==> config.mk <==
export PLATFORM = sky130hd
export DESIGN_NAME = alu_exec_stage
export DESIGN_NICKNAME = d
export VERILOG_FILES = /design/src/rtl/alu_exec_stage_pkg.sv /design/src/rtl/alu_exec_stage_alu.sv /design/src/rtl/alu_exec_stage.sv
export SDC_FILE = /design/constraint.sdc
export NUM_CORES = 1
export LEC_CHECK = 0
export CAP_MARGIN = 20
export CORE_MARGIN = 2
export CORE_UTILIZATION = 45
export DETAILED_ROUTE_END_ITERATION = 10
export HOLD_SLACK_MARGIN = 0.06
export PLACE_DENSITY = 0.67
export SYNTH_ARGS = -nofsm -noshare
export SYNTH_HDL_FRONTEND = slang
export SYNTH_HIERARCHICAL = 1
export SYNTH_SLANG_ARGS = --single-unit
==> constraint.sdc <==
create_clock -name clk -period 12.9 [get_ports clk]
set_input_delay 3.225 -clock clk [delete_from_list [all_inputs] [get_ports clk]]
set_output_delay 3.225 -clock clk [all_outputs]
set_load 0.01 [all_outputs]
==> src/rtl/alu_exec_stage_pkg.sv <==
// Shared types and constants for the registered ALU execute stage.
// ALUop encodings, datapath widths and the inter-stage bundles.
package alu_exec_stage_pkg;

  localparam int DATA_WIDTH = 32;
  localparam int REG_ADDR_W = 5;
  localparam int OP_W       = 3;

  localparam logic [OP_W-1:0] OP_AND = 3'b000;
  localparam logic [OP_W-1:0] OP_OR  = 3'b001;
  localparam logic [OP_W-1:0] OP_ADD = 3'b010;
  localparam logic [OP_W-1:0] OP_SUB = 3'b110;
  localparam logic [OP_W-1:0] OP_SLT = 3'b111;

  typedef struct packed {
    logic [DATA_WIDTH-1:0] a;
    logic [DATA_WIDTH-1:0] b;
    logic [OP_W-1:0]       op;
    logic [REG_ADDR_W-1:0] dst;
  } id_ex_t;

  typedef struct packed {
    logic [DATA_WIDTH-1:0] result;
    logic                  ovf;
    logic                  cout;
    logic                  zero;
    logic                  illegal;
    logic [REG_ADDR_W-1:0] dst;
  } ex_wb_t;

  localparam int ENTRY_W = $bits(ex_wb_t);

endpackage

==> src/rtl/alu_exec_stage_alu.sv <==
// Combinational 32-bit ALU: AND, OR, ADD, SUB, SLT.
// SUB/SLT carry-out reports an unsigned borrow (a < b).
module alu_exec_stage_alu
  import alu_exec_stage_pkg::*;
(
  input  logic [DATA_WIDTH-1:0] a,
  input  logic [DATA_WIDTH-1:0] b,
  input  logic [OP_W-1:0]       op,
  output logic [DATA_WIDTH-1:0] result,
  output logic                  ovf,
  output logic                  cout,
  output logic                  zero,
  output logic                  illegal
);

  logic [DATA_WIDTH:0] sum;
  logic [DATA_WIDTH:0] diff;
  logic                add_ovf;
  logic                sub_ovf;

  assign sum  = {1'b0, a} + {1'b0, b};
  assign diff = {1'b0, a} - {1'b0, b};

  assign add_ovf = (a[DATA_WIDTH-1] == b[DATA_WIDTH-1]) &&
                   (sum[DATA_WIDTH-1] != a[DATA_WIDTH-1]);
  assign sub_ovf = (a[DATA_WIDTH-1] != b[DATA_WIDTH-1]) &&
                   (diff[DATA_WIDTH-1] != a[DATA_WIDTH-1]);

  always_comb begin
    result  = '0;
    ovf     = 1'b0;
    cout    = 1'b0;
    illegal = 1'b0;
    unique case (1'b1)
      (op == OP_AND): result = a & b;
      (op == OP_OR):  result = a | b;
      (op == OP_ADD): begin
        result = sum[DATA_WIDTH-1:0];
        ovf    = add_ovf;
        cout   = sum[DATA_WIDTH];
      end
      (op == OP_SUB): begin
        result = diff[DATA_WIDTH-1:0];
        ovf    = sub_ovf;
        cout   = diff[DATA_WIDTH];
      end
      (op == OP_SLT): begin
        // signed compare must correct the sign bit on overflow
        result = {{(DATA_WIDTH-1){1'b0}},
                  diff[DATA_WIDTH-1] ^ sub_ovf};
        ovf    = sub_ovf;
        cout   = diff[DATA_WIDTH];
      end
      default: illegal = 1'b1;
    endcase
  end

  assign zero = (result == '0);

endmodule

==> src/rtl/alu_exec_stage.sv <==
// Registered execute stage: S1 operand register, ALU, 2-entry output buffer.
// Define ALU_EXEC_STICKY_OVF_EN to build the sticky overflow register.
module alu_exec_stage
  import alu_exec_stage_pkg::*;
(
  input  logic                  clk,
  input  logic                  resetn,
  input  logic                  in_valid,
  output logic                  in_ready,
  input  logic [DATA_WIDTH-1:0] in_a,
  input  logic [DATA_WIDTH-1:0] in_b,
  input  logic [OP_W-1:0]       in_op,
  input  logic [REG_ADDR_W-1:0] in_dst,
  output logic                  out_valid,
  input  logic                  out_ready,
  output logic [DATA_WIDTH-1:0] out_result,
  output logic                  out_ovf,
  output logic                  out_cout,
  output logic                  out_zero,
  output logic                  out_illegal,
  output logic [REG_ADDR_W-1:0] out_dst,
  output logic                  ovf_sticky,
  input  logic                  ovf_clear
);

  id_ex_t      s1;
  logic        s1_valid;
  ex_wb_t      alu_entry;
  ex_wb_t      buf_q [2];
  ex_wb_t      head;
  logic        wr_ptr;
  logic        rd_ptr;
  logic [1:0]  cnt;
  logic        accept;
  logic        s1_move;
  logic        pop;

  alu_exec_stage_alu u_alu (
    .a       (s1.a),
    .b       (s1.b),
    .op      (s1.op),
    .result  (alu_entry.result),
    .ovf     (alu_entry.ovf),
    .cout    (alu_entry.cout),
    .zero    (alu_entry.zero),
    .illegal (alu_entry.illegal)
  );

  assign alu_entry.dst = s1.dst;

  // ready depends on registered state only
  assign in_ready  = ~s1_valid | (cnt != 2'd2);
  assign accept    = in_valid & in_ready;
  assign s1_move   = s1_valid & (cnt != 2'd2);
  assign out_valid = (cnt != 2'd0);
  assign pop       = out_valid & out_ready;

  always_ff @(posedge clk or negedge resetn) begin
    if (!resetn) begin
      s1_valid <= 1'b0;
      s1       <= '0;
    end else begin
      if (accept) begin
        s1_valid <= 1'b1;
        s1       <= '{a: in_a, b: in_b, op: in_op, dst: in_dst};
      end else if (s1_move) begin
        s1_valid <= 1'b0;
      end
    end
  end

  always_ff @(posedge clk or negedge resetn) begin
    if (!resetn) begin
      buf_q[0] <= '0;
      buf_q[1] <= '0;
      wr_ptr   <= 1'b0;
      rd_ptr   <= 1'b0;
      cnt      <= 2'd0;
    end else begin
      if (s1_move) begin
        buf_q[wr_ptr] <= alu_entry;
        wr_ptr        <= ~wr_ptr;
      end
      if (pop) begin
        rd_ptr <= ~rd_ptr;
      end
      unique case ({s1_move, pop})
        2'b10:   cnt <= cnt + 2'd1;
        2'b01:   cnt <= cnt - 2'd1;
        default: cnt <= cnt;
      endcase
    end
  end

  assign head        = buf_q[rd_ptr];
  assign out_result  = head.result;
  assign out_ovf     = head.ovf;
  assign out_cout    = head.cout;
  assign out_zero    = head.zero;
  assign out_illegal = head.illegal;
  assign out_dst     = head.dst;

`ifdef ALU_EXEC_STICKY_OVF_EN
  logic sticky_q;

  // a fresh overflow push wins over a concurrent clear
  always_ff @(posedge clk or negedge resetn) begin
    if (!resetn) begin
      sticky_q <= 1'b0;
    end else if (s1_move && alu_entry.ovf) begin
      sticky_q <= 1'b1;
    end else if (ovf_clear) begin
      sticky_q <= 1'b0;
    end
  end

  assign ovf_sticky = sticky_q;
`else
  logic unused_clear;

  assign unused_clear = ovf_clear;
  assign ovf_sticky   = 1'b0;
`endif

endmodule

==> summary.txt, run 1 <==
Route
  • Via-per-instance ratio: 5.83
  • Drt total wl: 33.1 mm
  • Vias: ~10k
  • Initial drt markers: between 1k and 1.5k
  • Avg WL per Cell: 19.7 um
  • DR pass1 iterations: 6
  • Routed Antenna Nets: 0
  • DRC viols: 0

Critical path
  • End of the critical path: buf_q[6]
  • Critical Path Slowest Stage Cell: or4_1
  • FF-to-FF path depth: 24
  • Worst path most repeated cell: or4_1
  • Crit Path Max Fanout: 4
  • CP Class: reg2reg
  • Critical path origin: s1[9]
  • Required time of the critical path: approximately 13 ns
  • Reg2reg end: buf_q[6]
  • Arrival time of the worst setup path: 7.03 ns
  • Crit Reg-Reg Startpoint: s1[9]
  • Cell Chain, Critical Path: inv_1 > ha_1 > or2_2 > a221o_1 > a21oi_1 > nand3_1 > nand2_1 > o21ai_0 > o21ba_2 > o21bai_1 > a21oi_1 > nor2_1 > nor2_1 > fa_1 > a31oi_1 > a21oi_1 > or4_1 > or4_1 > nor4_2 > nand3b_1 > or4_1 > or4_1 > nor3_2 > mux2_2
  • Largest stage delay on the critical path: 0.56 ns
  • CP startpoint kind: register
  • Endpoint kind of the worst setup timing path: register
  • R2R setup slack: 6.24 ns

Clock network
  • # hold bufs at CTS: 0
  • CTS clk-pin slew, worst paths: approximately 0.07 ns
  • TritonCTS clock tree: built
  • Root buffer cell: clkbuf_16
  • H-tree levels: 4
  • Total CTS buffers: 17
  • Max Root-Sink Buffers: 2
  • Post-cts resize count: 0
  • Post-CTS Repair Setup Buffers: 0
  • Worst-Skew Late Latency: between 0.4 and 0.5 ns
  • Clk sinks: about 160

Logic synthesis
  • Xor/xnor share of the synthesized area: roughly 1.7%
  • Post-synth EDFFs: 0
  • Synth warnings: 6
  • Post-synth top area share: ~33%
  • Post-synthesis area per instance: a little under 10 um2
  • Synthesized net count: 1,423
  • Largest family of logic cells by synthesized area: multiplexers
  • #FFs+latches synth: roughly 160
  • Post-Synth Adder-Cell Area: between 10% and 20%
  • Seq/Total Area, Yosys: about a third
  • Fraction of synthesized area in multiplexers: between 20% and 30%
  • Top_reg_cell synth: dfrtp_1
  • Post-Syn Area: 12,200 um2
  • Ys async rst share: 100%
  • Synth top area cells: dfrtp_1, mux2_2, ha_1, mux2_4, inv_1
  • Distinct cells, synth: 80
  • Synthesized instance count: between 1k and 1.5k
  • Synth Area in Simple Gates: 11.3%
  • Compound-Gate Fraction of Synth Area: 14.8%
  • Synth area leader: dfrtp_1

Cells and area
  • Multi-input gate area: 7390 um2
  • Finished Core Util: 52.7%
  • Ant. Diodes: 0
  • Fillers: between 2k and 2.5k
  • Share of cells above drive strength 1: between 15 and 20%
  • P&R area growth vs syn: 15.9%
  • FF/Latch Area: 3980 um2
  • # nets final: roughly 1.5k

GRT
  • First-pass GRT wire length: 52.5 mm
  • Initial antenna violation count: 0
  • Gr usage total: 23.2%
  • Via count of the first global-routing pass: ~9.4k
  • Largest net degree at the start of global routing: slightly above 80
  • Global Route met2 Usage: 35.1%
  • Grt ovf: 0
  • Grt met3 use: 3.46%
  • Grt met1 use: about a third
  • Most Used Layer, Global Route: met1

Power
  • VDD IR max: 102 uV
  • Leak Pwr: 6.39 nW
  • PnR Total Power: 3.63 mW
  • PD cells: roughly 260 nW/um2

Die
  • Die area: 28,400 um2
  • FP Rows: 60
  • Area of the core: roughly 27,000 um2
  • Die W: about 170 um
  • Die height: approximately 170 um
  • Initial Utilization: between 40% and 50%
  • Top Ports: around 120

STA
  • Max-slew violations: 0
  • FMAX: around 0.15 GHz
  • Final Critical Period: 6.66 ns
  • Slew headroom: approximately a third
  • # setup viols final: 0
  • Final Cycle Share: between 50% and 60%
  • Final Hold Fails: 0
  • Least-Margin Pin Slew: 1.00 ns
  • Worst Skew: between 0.015 and 0.02 ns
  • RSZ-0062 raised after global routing: no
  • Total negative slack: 0 ns

Placement
  • RD Place Congestion: around 0.97
  • # port buffers: 118
  • Hpwl dp: approximately 24 mm

Min path
  • Hold Crit Class: reg2reg

Outcome
  • Status: finished clean

Run
  • Max-cap violations: 0
layer usage:
layer	share of wire [%]	up-vias
met5	0	-
met4	1.1	0
met2	43	352
met1	49	4769
met3	6.6	22
li1	-	4616
kinds of logic (layout without fill, tap and decap cells):
group	Yosys count	after routing
xor+xnor	24	24
fa+ha+maj	103	103
simple gates	275	275
mux	227	227
flops	159	159
other cells	1	1
buf+inv	187	278
compound gates	267	267
how the worst min path moves through the flow:
stage | start | to | slack [ns] | depth (start not counted)
3_5_place_dp | buf_q[1] | buf_q[1] | 0.48 | 1
6_report | buf_q[1] | buf_q[1] | 0.50 | 1
5_1_grt | buf_q[33] | buf_q[33] | 0.52 | 1
3_3_place_gp | buf_q[18] | buf_q[18] | 0.47 | 1
2_1_floorplan | buf_q[18] | buf_q[18] | 0.46 | 1
4_1_cts | buf_q[18] | buf_q[18] | 0.50 | 1
critical path, delay by kind of cell, from the launching register on:
| kind | cells | cell delay, ns |
|---|---|---|
| AND/OR/NAND/NOR | 12 | 3.38 |
| AO/OA/AOI/OAI | 8 | 1.75 |
| adder cells (fa/ha/maj) | 2 | 0.73 |
| flip-flops | 1 | 0.43 |
| multiplexers | 1 | 0.19 |
| buffers and inverters | 1 | 0.11 |
layout make-up:
type	instances	share of cell area [%]
clock inverter	15	1.35
multi-input combinational	897	52.3
inverter	118	3.13
clock buffer	17	3.01
sequential	159	28.2
timing repair buffer	128	9.04
tap	341	3.02
where the power goes:
part           switching (mW)  total [mW]  internal, mW
Sequential              0.133       0.812         0.679
Clock                   0.247       0.544         0.297
Combinational            1.27        2.28          1.01
placed cells by master, fill, tap and decap left out, types with 13 or more instances in the layout:
master,Yosys,routed
mux2i_1,31,31
clkbuf_16,0,17
xnor2_1,18,18
clkdlybuf4s50_1,0,117
nand4_1,15,15
mux2_4,40,40
dfrtp_1,159,158
mux2_2,153,153
nand2_1,64,64
a21oi_1,69,69
nand3_1,27,27
ha_1,100,100
a21o_1,13,13
a31oi_1,13,13
o31ai_1,16,16
o21ai_0,35,35
inv_1,117,117
nand2b_1,14,14
nor3_1,19,19
nor2_1,73,73
a211oi_1,21,21
cell usage after synthesis, drive strengths merged, types with 4 or more instances:
library cell  count
nor4             11
nand2            65
o21bai            5
a21o             13
or4              11
o22ai            12
a22oi             4
a211o             8
a2111oi           5
mux2i            31
clkbuf           41
xor2              6
o31ai            16
nor2             73
dfrtp           159
nand3b            4
o211ai           10
ha              100
nor3             20
mux2            196
o21ai            36
o311ai            5
buf              28
o32ai             4
a21oi            69
nand2b           15
a31oi            13
xnor2            18
a31o              4
nand3            28
a221oi            5
inv             117
o221ai            7
and3              6
nand4            15
nor2b            10
a211oi           21
or2               8
metrics by stage:
stage / hold slack, ns / std cells / setup WS [ns] / cell area, um2
3_3_place_gp: 0.471 / 1642 / 6.36 / 13500
3_5_place_dp: 0.480 / 1642 / 6.36 / 13500
4_1_cts: 0.497 / 1674 / 6.32 / 14100
5_1_grt: 0.517 / 1675 / 5.94 / 14100
6_report: 0.495 / 1675 / 6.24 / 14100
2_1_floorplan: 0.459 / 1243 / 7.45 / 12200
state kept, by name, summed over array words and instances, names as in the netlist:
register	flops
alu_entry	5
buf_q	82
cnt	2
rd_ptr	1
s1	67
s1_valid	1
wr_ptr	1
Power figures use the tool's default switching activity.
==> run 2, diff against run 1 <==
Clock period 12.9 ns to 6.95 ns, I/O delays scaled along.
==> run 2 against run 1 <==
- register-to-register slack worse by 5.7 ns
- sequential share of layout area about the same
- total power up 85%
- global-route usage down 0.11 points
- cell count up 0.30%
- sequential cell count unchanged
- critical path type unchanged
- clock power up 80%
- combinational power up 84%
==> summary.txt, run 2 (synthesis results as in run 1) <==
Outcome
  • Status: finished clean (unchanged)

Critical path
  • CP Class: reg2reg (unchanged)
  • Crit Path Max Fanout: 4 (unchanged)
  • Endpoint kind of the worst setup timing path: register (unchanged)
  • CP startpoint kind: register (unchanged)
  • Required time of the critical path: 7.31 ns (was 13.27 ns)
  • Arrival time of the worst setup path: 6.81 ns (was 7.03 ns)

STA
  • Slew headroom: 33.5% (was 33.3%)
  • Setup ws final: 0.500 ns (was 6.24 ns)
  • Final Critical Period: 6.45 ns (was 6.66 ns)
  • Final Hold Fails: 0 (unchanged)
  • Max-slew violations: 0 (unchanged)
  • Final Cycle Share: 92.8% (was 51.6%)
  • Least-Margin Pin Slew: 0.997 ns (was 1.00 ns)
  • RSZ-0062 raised after global routing: no (unchanged)
  • FMAX: 0.155 GHz (was 0.150 GHz)
  • Total negative slack: 0 ns (unchanged)
  • # setup viols final: 0 (unchanged)
  • Worst Skew: 0.0168 ns (was 0.0177 ns)

Power
  • VDD IR max: 191 uV (was 102 uV)
  • PD cells: 475 nW/um2 (was 257 nW/um2)
  • Leak Pwr: 6.39 nW (about the same)
  • PnR Total Power: 6.71 mW (was 3.63 mW)

Route
  • Avg WL per Cell: 19.5 um (was 19.7 um)
  • DRC viols: 0 (unchanged)
  • Initial drt markers: 913 (was 1,075)
  • Routed Antenna Nets: 0 (unchanged)
  • DR pass1 iterations: 6 (unchanged)
  • Drt total wl: 32.7 mm (was 33.1 mm)
  • Via-per-instance ratio: 5.87 (was 5.83)
  • Vias: 9,865 (was 9,759)

Placement
  • RD Place Congestion: 0.957 (was 0.975)
  • Place WS: 0.650 ns (was 6.36 ns)
  • Hpwl dp: 24.1 mm (was 23.8 mm)
  • Inst Count DP: 1,647 (was 1,642)
  • # port buffers: 118 (unchanged)

Clock network
  • CTS clk-pin slew, worst paths: 0.08 ns (was 0.07 ns)
  • Clk sinks: 159 (unchanged)
  • Worst-Skew Late Latency: 0.44 ns (about the same)
  • TritonCTS clock tree: built (unchanged)
  • # hold bufs at CTS: 0 (unchanged)
  • Post-cts resize count: 0 (unchanged)
  • H-tree levels: 4 (unchanged)
  • Max Root-Sink Buffers: 2 (unchanged)
  • Post-CTS Repair Setup Buffers: 0 (unchanged)
  • Root buffer cell: clkbuf_16 (unchanged)
  • Total CTS buffers: 17 (unchanged)

GRT
  • Initial antenna violation count: 1 (was 0)
  • Largest net degree at the start of global routing: 73 (was 83)
  • Via count of the first global-routing pass: 9,282 (was 9,394)
  • Grt ovf: 0 (unchanged)
  • First-pass GRT wire length: 52.0 mm (was 52.5 mm)
  • Gr usage total: 23.1% (was 23.2%)

Die
  • Initial Utilization: 45.5% (unchanged)
  • Die W: 169 um (unchanged)
  • Die height: 169 um (unchanged)
  • Area of the core: 26,800 um2 (unchanged)
  • Top Ports: 121 (unchanged)
  • Die area: 28,400 um2 (unchanged)
  • FP Rows: 60 (unchanged)

Cells and area
  • P&R area growth vs syn: 15.9% (about the same)
  • Multi-input gate area: 7390 um2 (unchanged)
  • Commonest non-fill, non-tap cell in the layout: dfrtp_1 (unchanged)
  • Reg with most FFs: buf_q (unchanged)
  • Non-Filler Instances: 1,680 (was 1,675)
  • Max FFs per register: 82 (unchanged)
  • Share of cells above drive strength 1: 19.7% (was 19.5%)
  • Fillers: 2,454 (was 2,396)
  • # nets final: 1,505 (was 1,501)
  • FF/Latch Area: 3980 um2 (unchanged)
  • Most frequent cells in the layout: dfrtp_1, mux2_2, clkdlybuf4s50_1, inv_1, ha_1 (unchanged)

Min path
  • Hold Crit Class: reg2reg (unchanged)

Run
  • Max-cap violations: 0 (unchanged)
[run 2: changes by cell type in the layout (fill, tap and decap cells not counted)]
cell        before  now
inv_8            6    5
clkbuf_1         0    1
buf_4            9   14
diode_2          0    1
clkinv_8         1    0
clkinvlp_4       2    3
buf_16           1    0
[run 2: area by class of cell]
type | instances | area share, %
antenna | 1 | 0.0177
clock buffer | 18 | 3.04
clock inverter | 14 | 1.20
inverter | 118 | 3.14
multi-input combinational | 897 | 52.3
sequential | 159 | 28.2
tap | 341 | 3.02
timing repair buffer | 132 | 9.11
[run 2: metrics by stage]
stage | hold slack [ns] | util, % | area, um2
floorplan | 0.459 | - | 12200
global placement | 0.470 | 50.5 | 13500
detailed placement | 0.477 | 50.5 | 13500
CTS | 0.495 | 52.7 | 14100
global route | 0.516 | 52.7 | 14100
finish | 0.492 | 52.7 | 14100
[run 2: worst max-delay path, cell delays in order, from the launching register on]
cell and delay (ns):
dfrtp_1 0.43, inv_1 0.12, ha_1 0.30, or2_2 0.32, a221o_1 0.35, a21oi_1 0.31
nand3_1 0.13, nand2_1 0.17, o21ai_0 0.23, o21ba_2 0.28, o21bai_1 0.14, a21oi_1 0.08
nor2_1 0.09, nor2_1 0.06, fa_1 0.44, a31oi_1 0.20, a21oi_1 0.12, or4_1 0.56
or4_1 0.44, nor4_2 0.14, nand3b_1 0.13, or4_1 0.42, or4_1 0.51, nor3_2 0.22
mux2_2 0.17
[run 2: final timing paths]
check                          from         to  slack (ns)  depth (start not counted)
setup / recovery              s1[9]   buf_q[6]        0.50                         24
hold / removal             buf_q[2]   buf_q[2]        0.49                          1
setup reg to reg              s1[9]   buf_q[6]        0.50                         24
hold reg to reg            buf_q[2]   buf_q[2]        0.49                          1
max in group asynchronous    resetn      s1[5]        4.56                          2
min in group asynchronous    resetn  buf_q[59]        1.16                          1
[run 2: routing by layer]
metal | global-route usage (%) | share of wire (%)
met2 | 33.9 | 43
met4 | 4.95 | 1.0
met5 | 0 | 0
met3 | 4.26 | 7.1
met1 | 35.3 | 49
[run 2: where the power goes]
part / internal [mW] / switching, mW / total, mW
clock: 0.544 / 0.435 / 0.979
sequential: 1.26 / 0.282 / 1.54
combinational: 1.88 / 2.31 / 4.19
total: 3.68 / 3.02 / 6.71
